===== config.mk =====
export PLATFORM = sky130hd
export DESIGN_NAME = culsans_sim_ctrl
export DESIGN_NICKNAME = d
export VERILOG_FILES = /design/src/rtl/culsans_sim_pkg.sv /design/src/rtl/culsans_clk_div.sv /design/src/rtl/culsans_sim_ctrl.sv
export SDC_FILE = /design/constraint.sdc
export NUM_CORES = 1
export LEC_CHECK = 0
export ABC_AREA = 1
export ABC_CLOCK_PERIOD_IN_PS = 2100
export CAP_MARGIN = 20
export CELL_PAD_IN_SITES_DETAIL_PLACEMENT = 1
export CELL_PAD_IN_SITES_GLOBAL_PLACEMENT = 1
export CORE_MARGIN = 4
export CORE_UTILIZATION = 32
export DETAILED_ROUTE_END_ITERATION = 16
export GPL_ROUTABILITY_DRIVEN = 0
export GPL_TIMING_DRIVEN = 0
export PLACE_DENSITY = 0.9
export SYNTH_ARGS = -nofsm -noshare
export SYNTH_HDL_FRONTEND = slang
export SYNTH_SLANG_ARGS = --single-unit

===== constraint.sdc =====
create_clock -name clk_i -period 2.1 [get_ports clk_i]
set_input_delay 0.315 -clock clk_i [delete_from_list [all_inputs] [get_ports clk_i]]
set_output_delay 0.315 -clock clk_i [all_outputs]
set_load 0.01 [all_outputs]

===== src/rtl/culsans_sim_pkg.sv =====
// Shared definitions for the Culsans simulation/emulation control slice.
//   sim_state_e     : sequencing states of the control FSM
//   EXIT_VALID_BIT  : bit position of the valid flag in an exit word
//   EXIT_CODE_SHIFT : LSB position of the exit code field in an exit word
package culsans_sim_pkg;

    typedef enum logic [1:0] {
        HOLD = 2'd0,
        RUN  = 2'd1,
        DONE = 2'd2
    } sim_state_e;

    localparam int unsigned EXIT_VALID_BIT  = 0;
    localparam int unsigned EXIT_CODE_SHIFT = 1;

endpackage


===== src/rtl/culsans_clk_div.sv =====
// Even clock divider producing a 50% duty output.
//   clk_i : input clock
//   rst   : asynchronous active-low reset
//   clk_o : divided output, period Div input cycles, low after reset
// The output toggles each time the counter reaches Div/2-1, so the first
// rise comes Div/2 edges after reset release.
module culsans_clk_div #(
    parameter int unsigned Div = 2442
) (
    input  logic clk_i,
    input  logic rst,
    output logic clk_o
);

    localparam int unsigned CntW = (Div > 1) ? $clog2(Div) : 1;
    localparam logic [CntW-1:0] HalfLast = CntW'(Div / 2 - 1);

    logic [CntW-1:0] cnt_q, cnt_d;
    logic            clk_q, clk_d;

    always_comb begin
        cnt_d = cnt_q + 1'b1;
        clk_d = clk_q;
        if (cnt_q == HalfLast) begin
            cnt_d = '0;
            clk_d = ~clk_q;
        end
    end

    always_ff @(posedge clk_i or negedge rst) begin
        if (!rst) begin
            cnt_q <= '0;
            clk_q <= 1'b0;
        end else begin
            cnt_q <= cnt_d;
            clk_q <= clk_d;
        end
    end

    assign clk_o = clk_q;

endmodule


===== src/rtl/culsans_sim_ctrl.sv =====
// Simulation/emulation control for the Culsans platform.
// Sequences the SoC reset, generates the RTC tick and turns per-hart exit
// words into one registered verdict (pass / fail with code+hart / timeout).
//   clk_i       : main clock
//   rst         : asynchronous active-low reset
//   core_rst_no : sequenced SoC reset, active-low, released after RstHoldCycles
//   rtc_o       : RTC clock, period RtcDiv clk cycles
//   exit_i      : per-hart exit words, bit 0 valid, upper bits code
//   done_o      : verdict valid (sticky)
//   pass_o      : run finished with all relevant codes zero
//   timeout_o   : run finished by watchdog
//   fail_code_o : code of the failing hart, 0 otherwise
//   fail_hart_o : index of the failing hart
//   reported_o  : sticky per-hart "has reported" flags
module culsans_sim_ctrl
    import culsans_sim_pkg::*;
#(
    parameter int unsigned NumHarts      = 2,
    parameter int unsigned ExitWidth     = 32,
    parameter int unsigned RstHoldCycles = 16,
    parameter int unsigned RtcDiv        = 2442,
    parameter int unsigned TimeoutCycles = 0,
    parameter int unsigned WaitAll       = 1,
    localparam int unsigned HartW = (NumHarts > 1) ? $clog2(NumHarts) : 1
) (
    input  logic                                clk_i,
    input  logic                                rst,
    output logic                                core_rst_no,
    output logic                                rtc_o,
    input  logic [NumHarts-1:0][ExitWidth-1:0]  exit_i,
    output logic                                done_o,
    output logic                                pass_o,
    output logic                                timeout_o,
    output logic [ExitWidth-2:0]                fail_code_o,
    output logic [HartW-1:0]                    fail_hart_o,
    output logic [NumHarts-1:0]                 reported_o
);

    localparam int unsigned CodeW = ExitWidth - 1;
    localparam int unsigned HoldW = $clog2(RstHoldCycles + 1);
    localparam int unsigned WdW   = (TimeoutCycles > 0) ? $clog2(TimeoutCycles + 1) : 1;
    localparam logic [HoldW-1:0] HoldLast = HoldW'(RstHoldCycles - 1);
    localparam logic [WdW-1:0]   WdLast   = WdW'((TimeoutCycles > 0) ? TimeoutCycles - 1 : 0);

    sim_state_e            state_q, state_d;
    logic [HoldW-1:0]      hold_cnt_q, hold_cnt_d;
    logic [WdW-1:0]        wd_cnt_q, wd_cnt_d;
    logic [NumHarts-1:0]   reported_q, reported_d;
    logic                  core_rst_n_q, core_rst_n_d;
    logic                  done_q, done_d;
    logic                  pass_q, pass_d;
    logic                  timeout_q, timeout_d;
    logic [CodeW-1:0]      fail_code_q, fail_code_d;
    logic [HartW-1:0]      fail_hart_q, fail_hart_d;

    logic [CodeW-1:0]      code_w [NumHarts];
    logic [NumHarts-1:0]   new_valid;
    logic [NumHarts-1:0]   new_fail;
    logic [NumHarts-1:0]   new_pass;

    logic                  sel_found;
    logic [CodeW-1:0]      sel_code;
    logic [HartW-1:0]      sel_hart;

    // A channel only counts on the first cycle its valid bit is seen.
    for (genvar gi = 0; gi < NumHarts; gi++) begin : g_hart
        assign code_w[gi]    = exit_i[gi][ExitWidth-1:EXIT_CODE_SHIFT];
        assign new_valid[gi] = exit_i[gi][EXIT_VALID_BIT] & ~reported_q[gi];
        assign new_fail[gi]  = new_valid[gi] & (|code_w[gi]);
        assign new_pass[gi]  = new_valid[gi] & ~(|code_w[gi]);
    end

    // Lowest-index failing hart wins when several fail together.
    always_comb begin
        sel_found = 1'b0;
        sel_code  = '0;
        sel_hart  = '0;
        for (int h = 0; h < NumHarts; h++) begin
            if (new_fail[h] && !sel_found) begin
                sel_found = 1'b1;
                sel_code  = code_w[h];
                sel_hart  = HartW'(h);
            end
        end
    end

    always_comb begin
        state_d      = state_q;
        hold_cnt_d   = hold_cnt_q;
        wd_cnt_d     = wd_cnt_q;
        reported_d   = reported_q;
        core_rst_n_d = core_rst_n_q;
        done_d       = done_q;
        pass_d       = pass_q;
        timeout_d    = timeout_q;
        fail_code_d  = fail_code_q;
        fail_hart_d  = fail_hart_q;
        case (state_q)
            HOLD: begin
                if (hold_cnt_q == HoldLast) begin
                    state_d      = RUN;
                    core_rst_n_d = 1'b1;
                end else begin
                    hold_cnt_d = hold_cnt_q + 1'b1;
                end
            end
            RUN: begin
                reported_d = reported_q | new_valid;
                // With the watchdog disabled the counter is held so it never wraps.
                if (TimeoutCycles != 0) begin
                    wd_cnt_d = wd_cnt_q + 1'b1;
                end
                // Priority: fail, then pass, then watchdog.
                if (sel_found) begin
                    state_d     = DONE;
                    done_d      = 1'b1;
                    fail_code_d = sel_code;
                    fail_hart_d = sel_hart;
                end else if ((WaitAll != 0) ? (&reported_d) : (|new_pass)) begin
                    state_d = DONE;
                    done_d  = 1'b1;
                    pass_d  = 1'b1;
                end else if ((TimeoutCycles != 0) && (wd_cnt_q == WdLast)) begin
                    state_d   = DONE;
                    done_d    = 1'b1;
                    timeout_d = 1'b1;
                end
            end
            DONE: begin
            end
            default: begin
                state_d = HOLD;
            end
        endcase
    end

    always_ff @(posedge clk_i or negedge rst) begin
        if (!rst) begin
            state_q      <= HOLD;
            hold_cnt_q   <= '0;
            wd_cnt_q     <= '0;
            reported_q   <= '0;
            core_rst_n_q <= 1'b0;
            done_q       <= 1'b0;
            pass_q       <= 1'b0;
            timeout_q    <= 1'b0;
            fail_code_q  <= '0;
            fail_hart_q  <= '0;
        end else begin
            state_q      <= state_d;
            hold_cnt_q   <= hold_cnt_d;
            wd_cnt_q     <= wd_cnt_d;
            reported_q   <= reported_d;
            core_rst_n_q <= core_rst_n_d;
            done_q       <= done_d;
            pass_q       <= pass_d;
            timeout_q    <= timeout_d;
            fail_code_q  <= fail_code_d;
            fail_hart_q  <= fail_hart_d;
        end
    end

    culsans_clk_div #(
        .Div (RtcDiv)
    ) u_rtc_div (
        .clk_i (clk_i),
        .rst   (rst),
        .clk_o (rtc_o)
    );

    // The SoC reset comes from its own flop rather than a state decode so
    // it cannot glitch on state transitions.
    assign core_rst_no = core_rst_n_q;
    assign done_o      = done_q;
    assign pass_o      = pass_q;
    assign timeout_o   = timeout_q;
    assign fail_code_o = fail_code_q;
    assign fail_hart_o = fail_hart_q;
    assign reported_o  = reported_q;

endmodule


==> impl_metrics.ini <==
[worst_setup_path]
startpoint_of_the_lowest_slack_register_to_register_path = u_rtc_div.cnt_q[0]
start_kind = input pin
regToRegSetupSlack_ns = 0.22
cp_arrival_ns = 2.18
critPathCaptureType = flop
critPathKind = input pin to flop
path_cells = clkdlybuf4s50_1, nor2_1, nand2_1, nor2_1, nand2_1, o21ai_4, nand2_2, nand2_4, buf_2, nand3b_1
cp_slowest_stage_delay_ns = 0.43
critical_path_depth = 10
crit_required_ns = 2.31
register_to_register_path_depth = 6
crit_slowest_cell = sky130_fd_sc_hd__clkdlybuf4s50_1
worst_r2r_endpoint = u_rtc_div.cnt_q[3]
crit_buf_inv = 2
crit_family = simple AND/OR/NAND/NOR gates
path_max_fanout = 10

[place]
dp_slack_ns = -0.264
hpwl_microns = 8520
port_buffers = 103

[sta]
period_minus_slack_ns = 1.97
final.period_utilization_pct = 93.7
worst_hold_slack_ns = -0.00102
clock.fmax_mhz = 508
setup_total_negative_slack_ns = 0
timing.final.max_slew_violations = 0
tightest_slew_ns = 0.900
final-setup-viol-count = 0
timing_hold_violations_final = 1
max-slew-margin-rel_pct = 39.5
finalClockSkew_ns = 0.00712
final_critical_path_setup_slack_ns = 0.133

[final_layout]
insertedDiodeCount = 0
num-fill-cells = 1185
leading_cell_type_in_the_layout_fill_and_taps_excluded = sky130_fd_sc_hd__nand2_1
synthToLayoutAreaGrowth_pct = 46.8
mostFrequentLayoutCells = 163 x sky130_fd_sc_hd__nand2_1, 102 x sky130_fd_sc_hd__clkdlybuf4s50_1, 65 x sky130_fd_sc_hd__nand3_1, 59 x sky130_fd_sc_hd__nor2_1, 57 x sky130_fd_sc_hd__dfrtp_1
layout-drive-gt1-share_pct = 7.73
num-nets-final = 621

[synthesis]
avgSynthCellArea_sq_um = 7.18
ys_seq_area_share_pct = 45.9
postSynthCellCount = 433
total_of_flip_flops_plus_latches_after_synthesis = 57
synth-main-ff-cell = sky130_fd_sc_hd__dfrtp_1
synth_cell_types = 34
synth-edff-count = 0
synth_top_area_share_pct = 45.9
share_of_async_settable_or_async_resettable_flops_after_synthesis_pct = 100
synth_largest_area_cell = sky130_fd_sc_hd__dfrtp_1
yosys_warnings = 0
mappedNetlistArea_sq_um = 3110
synth_fp_nets = 503
synth.top_cells.by_area = sky130_fd_sc_hd__dfrtp_1 46%, sky130_fd_sc_hd__nand2_1 20%, sky130_fd_sc_hd__nand3_1 10%

[run]
max_cap_viols = 0

[clocking]
clock_sink_count = 57
clk-insertion-delay-late_ns = 0.35
library_cell_used_as_clock_root_buffer = sky130_fd_sc_hd__clkbuf_8
htree_levels = 3
clk_pin_slew_ns = 0.08
cts_buffer_depth = 2
cts_buffers = 9
clock_tree_from_tritoncts = done

[outcome]
violations = hold timing
outcome = complete, but fails checks

[power]
clkPwrFrac_pct = 47.0
pwr_density_cell_nw_per_um2 = 545
total_power_mw = 2.48
p_int_mw = 1.90
irDropWorstVdd_mv = 0.252
power.net_switching_mw = 0.588
p_sw_share_pct = 23.7
comb_power_share_pct = 8.6
seq_power_share_pct = 44.4
leakage_nw = 2.21

[routing]
initialDrtViolationCount = 114
route.detailed.wl_per_inst_microns = 15.8
ant_nets = 0
detail_route.wirelength_microns = 10800
route.vias.total = 3306
post_drt_via_cell_ratio = 4.83
drc = 0
firstDrtPassIters = 4

[floorplan]
coreArea_sq_um = 9330
dieHeight_microns = 107
core.rowCount = 35
dieWidth_microns = 107
top_level_port_count = 105
die_area_sq_um = 11400
start_util_pct = 33.3

[global_routing]
grt_remaining_overflow = 0
grt_pass1_vias = 3579
grt_max_degree = 30
gr-usage-all-layers_pct = 19.9
wire_length_of_the_first_global_routing_pass_microns = 17700
antenna_found_initial = 0

[worst_hold_path]
min-delay-path-class = input pin to async pin
## cell usage after synthesis (all sizes together), types with 2 or more instances
cell type / instances
nor2: 62
or2: 2
nor3: 2
clkbuf: 5
ha: 4
xor2: 4
o21ai: 7
dfrtp: 57
buf: 11
nand2: 165
nand4: 6
inv: 31
nand3: 65
## sequential cells by signal, summed over array words and instances, names as in the netlist
name / count
core_rst_no: 1
done_o: 1
fail_code_o: 31
fail_hart_o: 1
hold_cnt_q: 5
pass_o: 1
reported_o: 2
state_q: 2
u_rtc_div.clk_o: 1
u_rtc_div.cnt_q: 12
## layer usage
| metal | up-vias | track usage, % | wire, microns |
|---|---|---|---|
| met4 | 0 | 7.49 | 247 |
| met1 | 1609 | 24.1 | 4670 |
| met5 | - | 0 | 0 |
| li1 | 1599 | - | - |
| met3 | 18 | 3.16 | 378 |
| met2 | 80 | 35.3 | 5540 |
## area by class of cell
type | instances | area [sq um] | share of cell area, %
clock inverter | 7 | 95.1 | 2.08
multi-input combinational | 329 | 1480 | 32.4
clock buffer | 9 | 124 | 2.72
inverter | 31 | 116 | 2.55
buffer | 16 | 91.3 | 2.00
timing repair buffer | 107 | 1070 | 23.4
sequential | 57 | 1430 | 31.3
tap | 129 | 161 | 3.54
## kinds of logic (layout without fill, tap and decap cells)
kind of cell    after synthesis  in the layout  share of synthesized area (%)
other cells                   1              1                          0.121
mux                           1              1                          0.362
buf+inv                      47            170                           6.60
compound gates               12             12                           2.62
flops                        57             57                           45.9
simple gates                306            306                           41.4
fa+ha+maj                     4              4                           1.61
xor+xnor                      5              5                           1.41
## how the worst max path moves through the flow
stage	startpoint	to	slack, ns
finish	exit_i[5]	done_o	0.13
detailed placement	exit_i[29]	fail_code_o[19]	-0.26
global placement	rst	fail_code_o[26]	-1.07
CTS	exit_i[29]	fail_code_o[19]	0.08
global route	exit_i[48]	fail_code_o[19]	-0.02
floorplan	u_rtc_div.cnt_q[0]	u_rtc_div.cnt_q[3]	0.56
## power groups by stage
stage / Combinational [mW] / Sequential (mW) / Clock [mW]
global route: 0.232 / 1.10 / 1.23
finish: 0.215 / 1.10 / 1.17
CTS: 0.216 / 1.10 / 1.18
global placement: 0.208 / 1.12 / 0
floorplan: 0.0245 / 1.13 / 0
detailed placement: 0.214 / 1.13 / 0
## what timing repair did
item / 4_1_cts / 5_1_grt
setup buffers: 0 / 3
endpoints found under the setup margin: 0 / 21
resized for setup: 0 / 5
hold buffers: 0 / 0
## worst reg2reg max path: stages, from the launching register on
cell and delay [ns]:
sky130_fd_sc_hd__dfrtp_1 0.43, sky130_fd_sc_hd__inv_1 0.07, sky130_fd_sc_hd__ha_1 0.14, sky130_fd_sc_hd__nand3_1 0.09, sky130_fd_sc_hd__nor4_2 0.76, sky130_fd_sc_hd__a21oi_1 0.09, sky130_fd_sc_hd__and2_1 0.19
## through the flow
stage | cells | area [sq um] | util, %
final | 685 | 4560 | 48.9
after CTS | 682 | 4530 | 48.6
after global routing | 685 | 4560 | 48.9
after global placement | 665 | 4300 | 46.1
after floorplan | 433 | 3110 | -
after detailed placement | 666 | 4320 | 46.3
Note: power is estimated with default switching activity, not from simulation.
